[config.mk]
export PLATFORM = sky130hd
export DESIGN_NAME = pipeline_stall_ctrl
export DESIGN_NICKNAME = d
export VERILOG_FILES = /design/src/rtl/pipe_pkg.sv /design/src/rtl/ifid_reg.sv /design/src/rtl/pipeline_stall_ctrl.sv
export SDC_FILE = /design/constraint.sdc
export NUM_CORES = 1
export LEC_CHECK = 0
export CORE_ASPECT_RATIO = 0.9
export CORE_MARGIN = 1
export CORE_UTILIZATION = 25
export DETAILED_ROUTE_END_ITERATION = 10
export DONT_BUFFER_PORTS = 1
export GPL_TIMING_DRIVEN = 0
export PLACE_DENSITY_LB_ADDON = 0.2
export SLEW_MARGIN = 20
export SYNTH_ARGS = -nofsm -noshare
export SYNTH_HDL_FRONTEND = slang
export SYNTH_SLANG_ARGS = --single-unit
[constraint.sdc]
create_clock -name clk_i -period 1.68 [get_ports clk_i]
set_input_delay 0.336 -clock clk_i [delete_from_list [all_inputs] [get_ports clk_i]]
set_output_delay 0.336 -clock clk_i [all_outputs]
set_load 0.02 [all_outputs]
[src/rtl/pipe_pkg.sv]
// Shared constants and state encodings for the IF/ID stall controller.
// Optional build macro used by pipeline_stall_ctrl: STALL_STATS_EN.
package pipe_pkg;

    localparam int DEFAULT_XLEN = 32;
    localparam logic [31:0] NOP_INSTR = 32'h00000013;

    typedef enum logic [1:0] {
        ST_IDLE     = 2'd0,
        ST_RUN      = 2'd1,
        ST_MEM_WAIT = 2'd2,
        ST_ILLEGAL  = 2'd3
    } state_t;

endpackage

[src/rtl/ifid_reg.sv]
// IF/ID pipeline register with hold and flush; hold takes priority over flush.
module ifid_reg
    import pipe_pkg::*;
#(
    parameter int XLEN = DEFAULT_XLEN
) (
    input  logic            i_clk,
    input  logic            i_rst_n,
    input  logic            i_hold,
    input  logic            i_flush,
    input  logic [XLEN-1:0] i_pc,
    input  logic [XLEN-1:0] i_instr,
    output logic [XLEN-1:0] o_pc,
    output logic [XLEN-1:0] o_instr,
    output logic            o_valid
);

    logic [XLEN-1:0] r_pc;
    logic [XLEN-1:0] r_instr;
    logic            r_valid;

    always_ff @(posedge i_clk or negedge i_rst_n) begin
        if (!i_rst_n) begin
            r_pc    <= '0;
            r_instr <= XLEN'(NOP_INSTR);
            r_valid <= 1'b0;
        end else if (i_hold) begin
            r_pc    <= r_pc;
            r_instr <= r_instr;
            r_valid <= r_valid;
        end else if (i_flush) begin
            r_pc    <= '0;
            r_instr <= XLEN'(NOP_INSTR);
            r_valid <= 1'b0;
        end else begin
            r_pc    <= i_pc;
            r_instr <= i_instr;
            r_valid <= 1'b1;
        end
    end

    assign o_pc    = r_pc;
    assign o_instr = r_instr;
    assign o_valid = r_valid;

endmodule

[src/rtl/pipeline_stall_ctrl.sv]
// Stall/flush controller owning the IF/ID register: turns hazard, branch and dmem-busy into pipeline controls.
// Define STALL_STATS_EN to add saturating load-use / flush / memory-wait cycle counters.
module pipeline_stall_ctrl
    import pipe_pkg::*;
#(
    parameter int XLEN         = DEFAULT_XLEN,
    parameter int MAX_MEM_WAIT = 15,
    parameter int CNT_W        = 4
) (
    input  logic            clk_i,
    input  logic            rst_i,
    input  logic            start_i,
    input  logic            hazard_i,
    input  logic            branch_i,
    input  logic            dmem_busy_i,
    input  logic [XLEN-1:0] if_pc_i,
    input  logic [XLEN-1:0] if_instr_i,
    output logic            pc_write_o,
    output logic [XLEN-1:0] ifid_pc_o,
    output logic [XLEN-1:0] ifid_instr_o,
    output logic            ifid_valid_o,
    output logic            idex_bubble_o,
    output logic            pipe_hold_o,
    output logic            timeout_o,
    output logic [1:0]      state_o
`ifdef STALL_STATS_EN
    ,
    output logic [XLEN-1:0] stat_loaduse_o,
    output logic [XLEN-1:0] stat_flush_o,
    output logic [XLEN-1:0] stat_memwait_o
`endif
);

    state_t           r_state;
    state_t           w_stateNext;
    logic [CNT_W-1:0] r_waitCnt;
    logic [CNT_W-1:0] w_waitCntNext;
    logic             r_timeout;
    logic             w_active;
    logic             w_memStall;
    logic             w_loadUse;
    logic             w_flush;

    // A MEM_WAIT cycle with busy low already follows the RUN priority rules.
    assign w_active   = (r_state == ST_RUN) || (r_state == ST_MEM_WAIT);
    assign w_memStall = w_active && dmem_busy_i;
    assign w_loadUse  = w_active && !dmem_busy_i && hazard_i;
    assign w_flush    = w_active && !dmem_busy_i && !hazard_i && branch_i;

    assign pc_write_o    = w_active && !dmem_busy_i && !hazard_i;
    assign idex_bubble_o = !w_active || w_loadUse;
    assign pipe_hold_o   = w_memStall;
    assign timeout_o     = r_timeout;
    assign state_o       = r_state;

    always_comb begin
        w_stateNext = r_state;
        case (r_state)
            ST_IDLE: begin
                if (start_i) w_stateNext = ST_RUN;
            end
            ST_RUN, ST_MEM_WAIT: begin
                if (dmem_busy_i)   w_stateNext = ST_MEM_WAIT;
                else if (!start_i) w_stateNext = ST_IDLE;
                else               w_stateNext = ST_RUN;
            end
            default: w_stateNext = ST_IDLE;
        endcase
    end

    always_comb begin
        w_waitCntNext = '0;
        if (r_state == ST_RUN && dmem_busy_i) begin
            w_waitCntNext = CNT_W'(1);
        end else if (r_state == ST_MEM_WAIT && dmem_busy_i) begin
            w_waitCntNext = (r_waitCnt == {CNT_W{1'b1}}) ? r_waitCnt : r_waitCnt + CNT_W'(1);
        end
    end

    always_ff @(posedge clk_i or negedge rst_i) begin
        if (!rst_i) begin
            r_state   <= ST_IDLE;
            r_waitCnt <= '0;
            r_timeout <= 1'b0;
        end else begin
            r_state   <= w_stateNext;
            r_waitCnt <= w_waitCntNext;
            if (w_memStall && (w_waitCntNext >= CNT_W'(MAX_MEM_WAIT))) begin
                r_timeout <= 1'b1;
            end
        end
    end

    ifid_reg #(
        .XLEN(XLEN)
    ) u_ifid (
        .i_clk   (clk_i),
        .i_rst_n (rst_i),
        .i_hold  (w_memStall || w_loadUse),
        .i_flush (!w_active || w_flush),
        .i_pc    (if_pc_i),
        .i_instr (if_instr_i),
        .o_pc    (ifid_pc_o),
        .o_instr (ifid_instr_o),
        .o_valid (ifid_valid_o)
    );

`ifdef STALL_STATS_EN
    logic [XLEN-1:0] r_statLoadUse;
    logic [XLEN-1:0] r_statFlush;
    logic [XLEN-1:0] r_statMemWait;

    always_ff @(posedge clk_i or negedge rst_i) begin
        if (!rst_i) begin
            r_statLoadUse <= '0;
            r_statFlush   <= '0;
            r_statMemWait <= '0;
        end else begin
            if (w_loadUse && (r_statLoadUse != {XLEN{1'b1}}))
                r_statLoadUse <= r_statLoadUse + XLEN'(1);
            if (w_flush && (r_statFlush != {XLEN{1'b1}}))
                r_statFlush <= r_statFlush + XLEN'(1);
            if ((r_state == ST_MEM_WAIT) && (r_statMemWait != {XLEN{1'b1}}))
                r_statMemWait <= r_statMemWait + XLEN'(1);
        end
    end

    assign stat_loaduse_o = r_statLoadUse;
    assign stat_flush_o   = r_statFlush;
    assign stat_memwait_o = r_statMemWait;
`endif

endmodule

==> out/results.tsv, run 1 <==
metric	value	unit
clock-sinks	72	
drive_gt1_share	22.0	%
drv_cap	0	
fin_ws	-0.0798	ns
reg2reg_slack	-0.08	ns
finalSetupViolCount	63	
violations	negative hold slack, negative setup slack	
grt_pass1_wl	9600	um
crit_start	state_o[1]$_DFFE_PN0P_	
cts_buffers	9	
hp-class	input port to async pin	
worstReg2RegEnd	u_ifid.o_pc[0]$_DFFE_PN0N_	
drt-initial-drc-count	64	
fillers	1008	
die_area	11400	um^2
via_per_inst	4.94	
grt_max_degree	73	
ant_nets	0	
die_w	112	um
netlist_instances	191	
ys_seq_area_share	65.7	%
synth_top_flop_cell	dfrtp_1	
worst_pin_slew	0.411	ns
fp.dieH	101	um
slew_violations	0	
port_buffers	0	
antenna_cells	0	
clockBufferDepth	2	
synthTopCellsByArea	dfrtp_1 (63%), a22o_1 (19%), dfstp_2 (2.9%)	
maxUsedRoutingLayer	met4	
rr_worst_depth	7	
dpl.hpwl	4160	um
drc	0	
end_kind	flip-flop	
dpl.cell_count	320	
grt_antenna_before_repair	0	
period_share	105	%
path_max_fanout	10	
grt-ovfl-total	0	
powerDensity	1730	nW/um^2
cts_root_buffer	clkbuf_16	
grt_setup_unrepaired	yes	
initial_core_util	26.2	%
irDropWorstVdd	698	uV
wl_met1	2780	um
hold_viol_final	72	
critPathArrivalTime	1.97	ns
ys_warn_count	0	
yosysTopAreaCell	dfrtp_1	
pre_cts_ws	-0.241	ns
fin_nets	279	
synth_commonest_cells	dfrtp_1 (69), a22o_1 (61), buf_6 (7)	
dr.pass1.iters	4	
start_kind	flip-flop	
synth_top_area_share	62.9	%
wl_per_cell	18.5	um
rows	35	
whs	-0.300	ns
wl	6240	um
fin_worst_skew	0.00446	ns
final_cells	338	
synth_edf_count	0	
synth_area	2750	um^2
grt_use_total	11.4	%
r2r-start	state_o[1]$_DFFE_PN0P_	
synth.avg_cell_area	14.4	um^2
final.setup.tns	-3.89	ns
async_reset_ff_share	100	%
routed-wl-met3	555	um
wl_met2	2800	um
ys_ff_latch	72	
period_minus_slack	1.76	ns
first_global_vias	1718	
outcome	finished, violations left	
io_pins	141	
clk_latency	0.33	ns
synth_cell_types	29	
core_area	10500	um^2
leakage	1.57	nW
fin_util	31.9	%
syn2layout_area_growth	21.5	%
multi_input_area	838	um^2
clkTransAtPathRegs	0.06	ns
via_count	1671	
gp_congestion	0.684	
slew_headroom	72.4	%
final-seq-area	1810	um^2
tritoncts	built	
crit_type	flip-flop to flip-flop	
synth_most_common_cell	dfrtp_1	
required	1.89	ns
ctsHtreeMaxLevel	3	
max_freq	0.568	GHz
synthesis.nets	266	
cell usage in the layout, fill, tap and decap left out, types with 2 or more instances in the layout:
| cell | Yosys | final |
|---|---|---|
| dfrtp_2 | 0 | 2 |
| nand3_1 | 2 | 2 |
| clkbuf_16 | 0 | 9 |
| inv_2 | 1 | 3 |
| bufinv_16 | 0 | 3 |
| buf_8 | 0 | 6 |
| o22a_1 | 3 | 3 |
| clkbuf_2 | 0 | 5 |
| inv_1 | 4 | 2 |
| buf_4 | 0 | 3 |
| nand3b_1 | 2 | 2 |
| a22o_1 | 61 | 61 |
| clkinv_4 | 0 | 2 |
| ha_1 | 5 | 4 |
| nor2_1 | 3 | 3 |
| dfrtp_1 | 69 | 67 |
| nand2_1 | 5 | 5 |
| o21ai_0 | 4 | 3 |
| dfstp_2 | 3 | 3 |
| o21ai_1 | 1 | 2 |
how the worst max path moves through the flow:
stage,end,cells past startpoint
finish,u_ifid.o_pc[0]$_DFFE_PN0N_,7
global route,u_ifid.o_pc[0]$_DFFE_PN0N_,7
CTS,pipe_hold_o,3
detailed placement,u_ifid.o_instr[6]$_DFFE_PN0N_,6
global placement,u_ifid.o_instr[14]$_DFFE_PN0N_,6
floorplan,u_ifid.o_instr[10]$_DFFE_PN0N_,7
critical path, stage by stage (launching register included):
cell and delay (ns):
dfrtp_2 0.48, inv_2 0.11, ha_4 0.22, and3_4 0.18, nor2b_4 0.14, buf_12 0.14
buf_8 0.14, a22o_1 0.23
logic make-up (layout without fill, tap and decap cells):
kind of cell / Yosys count / in the layout / synth area share (%)
mux: 1 / 1 / 0.364
fa+ha+maj: 5 / 5 / 2.28
simple gates: 18 / 18 / 3.78
compound gates: 76 / 76 / 23.2
buf+inv: 19 / 37 / 4.60
flops: 72 / 72 / 65.7
per-layer routing:
metal  global-route usage, %  vias up
li1                        -      750
met1                    14.0      814
met2                    17.3       99
met3                    4.97        8
met4                    5.33        0
met5                       0        -
sequential cells by signal (all words and copies together) (netlist names):
signal          cells
u_ifid.o_pc        32
state_o             2
u_ifid.o_valid      1
u_ifid.o_instr     32
timeout_o           1
r_waitCnt           4
layout make-up:
| cell class | count | share of cell area [%] |
|---|---|---|
| Clock buffer | 9 | 6.75 |
| Inverter | 5 | 0.562 |
| Clock inverter | 7 | 3.60 |
| Timing Repair Buffer | 2 | 0.450 |
| Tap cell | 129 | 4.84 |
| Sequential cell | 72 | 54.2 |
| Multi-Input combinational cell | 100 | 25.1 |
| Buffer | 14 | 4.50 |
repair_timing:
item                                    CTS  global route
resized for setup                        15             5
setup buffers                             2             0
endpoints found under the hold margin    72            72
pin swaps                                 2             1
endpoints found under the setup margin   63            65
through the flow:
stage | area (um^2) | total power, mW
2_1_floorplan | 2760 | 3.22
3_5_place_dp | 2920 | 3.51
5_1_grt | 3340 | 6.06
4_1_cts | 3320 | 5.84
6_report | 3340 | 5.76
3_3_place_gp | 2920 | 3.51
power by group:
part | switching, mW | internal (mW)
clock network | 0.758 | 1.45
registers | 0.488 | 1.98
logic | 0.626 | 0.454
(Power assumes the default switching activity.)
==> run 2, diff against run 1 <==
- clock period: 1.68 -> 1.5 ns (I/O delays scaled with it)
==> out/results.tsv, run 2 (same netlist as run 1, synthesis figures left out) <==
metric	value	unit	change
outcome	finished, violations left		
violations	negative hold slack, negative setup slack		
dr.pass1.iters	4		unchanged
grt_use_total	11.5	%	+0.17 points
fin_worst_skew	0.00575	ns	+0.00129 ns
grt_pass1_wl	9680	um	+0.79%
final_cell_mix	dfrtp_1 (67), a22o_1 (61), clkbuf_16 (11)		
fp.dieH	101	um	unchanged
path_delay_family	flip-flops		
initial_core_util	26.2	%	unchanged
required	1.76	ns	-0.13 ns
slew_headroom	77.9	%	+5.4 points
ant_nets	0		unchanged
ctsHtreeMaxLevel	3		unchanged
start_kind	flip-flop		
finalPower	6.61	mW	+15%
final-seq-area	1810	um^2	unchanged
max_freq	0.568	GHz	-0.12%
antenna_cells	0		unchanged
powerDensity	1920	nW/um^2	+11%
crit_chain	inv_2 -> ha_4 -> and3_4 -> nor2b_4 -> buf_12 -> buf_8 -> a22o_1		
grt_antenna_before_repair	0		unchanged
first_global_vias	1827		+6.3%
multi_input_area	863	um^2	+3.0%
core_area	10500	um^2	unchanged
rows	35		unchanged
critPathArrivalTime	2.02	ns	+0.05 ns
tritoncts	built		
worst_pin_slew	0.328	ns	-0.0820 ns
port_buffers	0		unchanged
fin_nets	286		+2.5%
wl_per_cell	18.6	um	+0.72%
syn2layout_area_growth	25.3	%	
crit_slowest_cell	dfrtp_2		
cts_root_buffer	clkbuf_16		
period_minus_slack	1.76	ns	+0.00218 ns
leakage	1.61	nW	+2.3%
clkTransAtPathRegs	0.06	ns	about the same
cts_buffers	9		unchanged
gp_congestion	0.693		+1.3%
clock-sinks	72		unchanged
whs	-0.339	ns	-0.0383 ns
period_share	117	%	+13 points
drt-initial-drc-count	36		-44%
io_pins	141		unchanged
end_kind	flip-flop		
drv_cap	0		unchanged
irDropWorstVdd	533	uV	-24%
fin_area	3440	um^2	+3.1%
fin_util	32.9	%	+0.99 points
die_area	11400	um^2	unchanged
crit_type	flip-flop to flip-flop		
path_max_fanout	10		unchanged
die_w	112	um	unchanged
slowest_delay	0.46	ns	-0.02 ns
drive_gt1_share	26.9	%	+4.8 points
clk_latency	0.33	ns	about the same
wl	6410	um	+2.8%
clockBufferDepth	2		unchanged
hold_viol_final	72		unchanged
slew_violations	0		unchanged
grt-ovfl-total	0		unchanged
finalSetupViolCount	68		+7.9%
drc	0		unchanged
hp-class	input port to async pin		
via_count	1714		+2.6%
dpl.hpwl	4180	um	+0.57%
worstPathBufferInverterCount	3		unchanged
fin_ws	-0.262	ns	-0.182 ns
layout_commonest_cell	dfrtp_1		
grt_setup_unrepaired	yes		
dpl_cell_area	2920	um^2	unchanged
grt_max_degree	73		unchanged
fillers	1019		+1.1%
via_per_inst	4.97		+0.49%
==> run 2: final timing paths <==
path                                             start                       endpoint  slack [ns]  cells after the start
worst max-delay path            state_o[0]$_DFFE_PN0P_     u_ifid.o_pc[7]$_DFFE_PN0N_       -0.26                      7
worst max register to register  state_o[0]$_DFFE_PN0P_     u_ifid.o_pc[7]$_DFFE_PN0N_       -0.26                      7
max in group asynchronous                        rst_i  u_ifid.o_instr[4]$_DFFE_PN1N_        1.65                      0
worst min-delay path                             rst_i    u_ifid.o_pc[18]$_DFFE_PN0N_       -0.34                      0
worst min register to register  r_waitCnt[3]$_DFF_PN0_         r_waitCnt[3]$_DFF_PN0_        0.56                      1
min in group clk_i                         if_pc_i[26]    u_ifid.o_pc[26]$_DFFE_PN0N_        0.11                      1
==> run 2: cell type report <==
class                      count  area share (%)
buffer                        14            4.69
tap                          129            4.69
multi-input combinational    100            25.1
clock inverter                 6            2.40
inverter                       5           0.545
timing repair buffer           9            3.09
clock buffer                  10            6.95
sequential                    72            52.5
==> run 2: timing repair <==
action | in CTS | in global routing
gates cloned | 0 | 2
endpoints found under the hold margin | 72 | 72
buffers inserted | 5 | 2
endpoints found under the setup margin | 69 | 70
resized for setup | 22 | 7
pin swaps | 2 | 0
==> run 2: per-layer routing <==
| layer | track usage (%) | vias up | part of all wire (%) |
|---|---|---|---|
| met5 | 0 | - | 0 |
| met4 | 5.85 | 0 | 1.9 |
| met3 | 5.75 | 8 | 9.0 |
| met2 | 17.7 | 96 | 45 |
| met1 | 13.4 | 851 | 44 |
| li1 | - | 759 | - |
==> run 2: through the flow <==
| step | setup TNS [ns] | setup WS [ns] | instances |
|---|---|---|---|
| finish | -14.99 | -0.262 | 345 |
| global route | -18.97 | -0.312 | 345 |
| CTS | -14.79 | -0.252 | 341 |
| detailed placement | -21.62 | -0.403 | 320 |
| global placement | -20.13 | -0.370 | 320 |
| floorplan | -7.45 | -0.124 | 191 |
==> run 2: power breakdown <==
part	internal (mW)	total, mW	switching, mW
Clock	1.49	2.28	0.791
Combinational	0.747	1.56	0.811
Sequential	2.22	2.77	0.548
==> run 3, diff against run 2 <==
- CORE_ASPECT_RATIO: 0.9 -> not set
==> out/results.tsv, run 3 (same netlist as run 1, synthesis figures left out) <==
metric	value	unit	change
crit_type	flip-flop to flip-flop		
grt-ovfl-total	0		unchanged
syn2layout_area_growth	19.1	%	
dpl.hpwl	4380	um	+4.7%
ctsHtreeMaxLevel	3		unchanged
slowest_delay	0.48	ns	+0.02 ns
fin_area	3270	um^2	-4.9%
path_max_fanout	10		unchanged
violations	negative hold slack, negative setup slack		
crit_chain	inv_2 -> ha_4 -> and3_4 -> nor2b_4 -> buf_12 -> buf_8 -> a22o_1		
clkTransAtPathRegs	0.09	ns	+0.03 ns
required	1.78	ns	+0.02 ns
irDropWorstVdd	432	uV	-19%
fin_ws	-0.256	ns	+0.00570 ns
final_cell_mix	dfrtp_1 (67), a22o_1 (61), clkbuf_8 (9)		
start_kind	flip-flop		
multi_input_area	856	um^2	-0.87%
io_pins	141		unchanged
die_w	107	um	-5.0%
tritoncts	built		
finalSetupViolCount	68		unchanged
grt_max_degree	73		unchanged
max_freq	0.569	GHz	+0.32%
grt_use_total	11.7	%	+0.19 points
rr_worst_depth	7		unchanged
end_kind	flip-flop		
via_count	1711		-0.18%
dpl_cell_area	2930	um^2	+0.30%
slew_violations	0		unchanged
grt_antenna_before_repair	0		unchanged
hold_viol_final	72		unchanged
cts_root_buffer	clkbuf_8		
outcome	finished, violations left		
core_area	10500	um^2	+0.41%
fillers	1051		+3.1%
final-seq-area	1810	um^2	unchanged
drv_cap	0		unchanged
period_minus_slack	1.76	ns	-0.00570 ns
wl_per_cell	18.7	um	+0.45%
drive_gt1_share	24.5	%	-2.3 points
grt_pass1_wl	9780	um	+1.0%
pwr-share-clk	29.4	%	-5.1 points
fin_util	31.1	%	-1.7 points
worst_pin_slew	0.350	ns	+0.0217 ns
p_sw	2.08	mW	-3.1%
via_per_inst	4.92		-1.0%
cts_buffers	9		unchanged
fin_nets	282		-1.4%
drc	0		unchanged
r2r-start	state_o[0]$_DFFE_PN0P_		
slew_headroom	76.4	%	-1.5 points
clock-sinks	72		unchanged
reg2reg_slack	-0.26	ns	about the same
internal_power	3.76	mW	-16%
powerDensity	1780	nW/um^2	-7.1%
clockBufferDepth	2		unchanged
finalPower	5.84	mW	-12%
clk_latency	0.35	ns	+0.02 ns
wl	6500	um	+1.3%
fin_worst_skew	0.0151	ns	+0.00939 ns
grt_setup_unrepaired	yes		
port_buffers	0		unchanged
whs	-0.365	ns	-0.0268 ns
seqPwrFrac	47.3	%	+5.4 points
leakage	1.52	nW	-5.0%
ant_nets	0		unchanged
hp-class	input port to async pin		
first_global_vias	1763		-3.5%
worstReg2RegEnd	u_ifid.o_pc[18]$_DFFE_PN0N_		
crit_start	state_o[0]$_DFFE_PN0P_		
layout_commonest_cell	dfrtp_1		
gp_congestion	0.693		about the same
antenna_cells	0		unchanged
dr.pass1.iters	4		unchanged
drt-initial-drc-count	87		+140%
pre_cts_ws	-0.413	ns	-0.00966 ns
period_share	117	%	-0.38 points
fp.dieH	107	um	+5.3%
die_area	11400	um^2	about the same
p_sw_share	35.7	%	+3.1 points
critPathArrivalTime	2.03	ns	about the same
initial_core_util	26.1	%	-0.11 points
rows	37		+5.7%
p_comb_share	23.3	%	-0.3 points
crit_slowest_cell	dfrtp_2		
==> run 3: changes by cell type in the layout (fill, tap and decap cells not counted), sizes merged <==
cell / delta
buf: -2
clkbuf: -3
clkinv: -1
clkinvlp: +2
==> run 3: worst max-delay path by stage <==
stage / to / slack (ns) / depth (start not counted)
6_report: u_ifid.o_pc[18]$_DFFE_PN0N_ / -0.26 / 7
5_1_grt: u_ifid.o_pc[18]$_DFFE_PN0N_ / -0.34 / 7
4_1_cts: u_ifid.o_pc[4]$_DFFE_PN0N_ / -0.27 / 7
3_5_place_dp: u_ifid.o_instr[23]$_DFFE_PN0N_ / -0.41 / 6
3_3_place_gp: u_ifid.o_pc[0]$_DFFE_PN0N_ / -0.38 / 6
2_1_floorplan: u_ifid.o_instr[10]$_DFFE_PN0N_ / -0.12 / 7
==> run 3: critical path: cells and delay by family, from the launching register on <==
| family | cells | cell delay, ns |
|---|---|---|
| compound gates | 1 | 0.15 |
| fa+ha+maj | 1 | 0.30 |
| buf+inv | 3 | 0.36 |
| flops | 1 | 0.48 |
| simple gates | 2 | 0.40 |
==> run 3: stage by stage <==
step / TNS, ns / cells / hold WS (ns)
2_1_floorplan: -7.45 / 191 / 0.00441
3_3_place_gp: -20.68 / 327 / 0.00573
3_5_place_dp: -21.77 / 327 / 0.00573
4_1_cts: -15.59 / 347 / -0.387
5_1_grt: -21.00 / 348 / -0.405
6_report: -14.98 / 348 / -0.365
==> run 3: timing repair <==
| item | in CTS | in global routing |
|---|---|---|
| setup buffers | 4 | 1 |
| endpoints found under the hold margin | 72 | 72 |
| pin swaps | 0 | 1 |
| setup endpoints to repair | 69 | 69 |
| gates resized for setup | 22 | 5 |
==> run 3: area by class of cell <==
| cell class | instances | share of cell area [%] |
|---|---|---|
| multi-input combinational | 100 | 26.2 |
| clock inverter | 7 | 2.94 |
| tap | 136 | 5.20 |
| sequential | 72 | 55.3 |
| timing repair buffer | 5 | 1.15 |
| buffer | 14 | 4.93 |
| inverter | 5 | 0.574 |
| clock buffer | 9 | 3.79 |
==> run 3: power by group through the flow <==
stage	Clock (mW)	Sequential (mW)	Combinational (mW)
floorplan	0	2.73	0.862
global placement	0	2.80	1.13
detailed placement	0	2.80	1.15
CTS	1.78	2.77	1.34
global route	1.88	2.80	1.51
finish	1.71	2.76	1.36
==> run 3: layer usage <==
metal,GRT usage [%],vias to the layer above,share of wire (%)
li1,-,754,-
met1,14.4,846,43
met2,17.2,102,46
met3,4.98,9,8.9
met4,6.36,0,1.7
met5,0,-,0
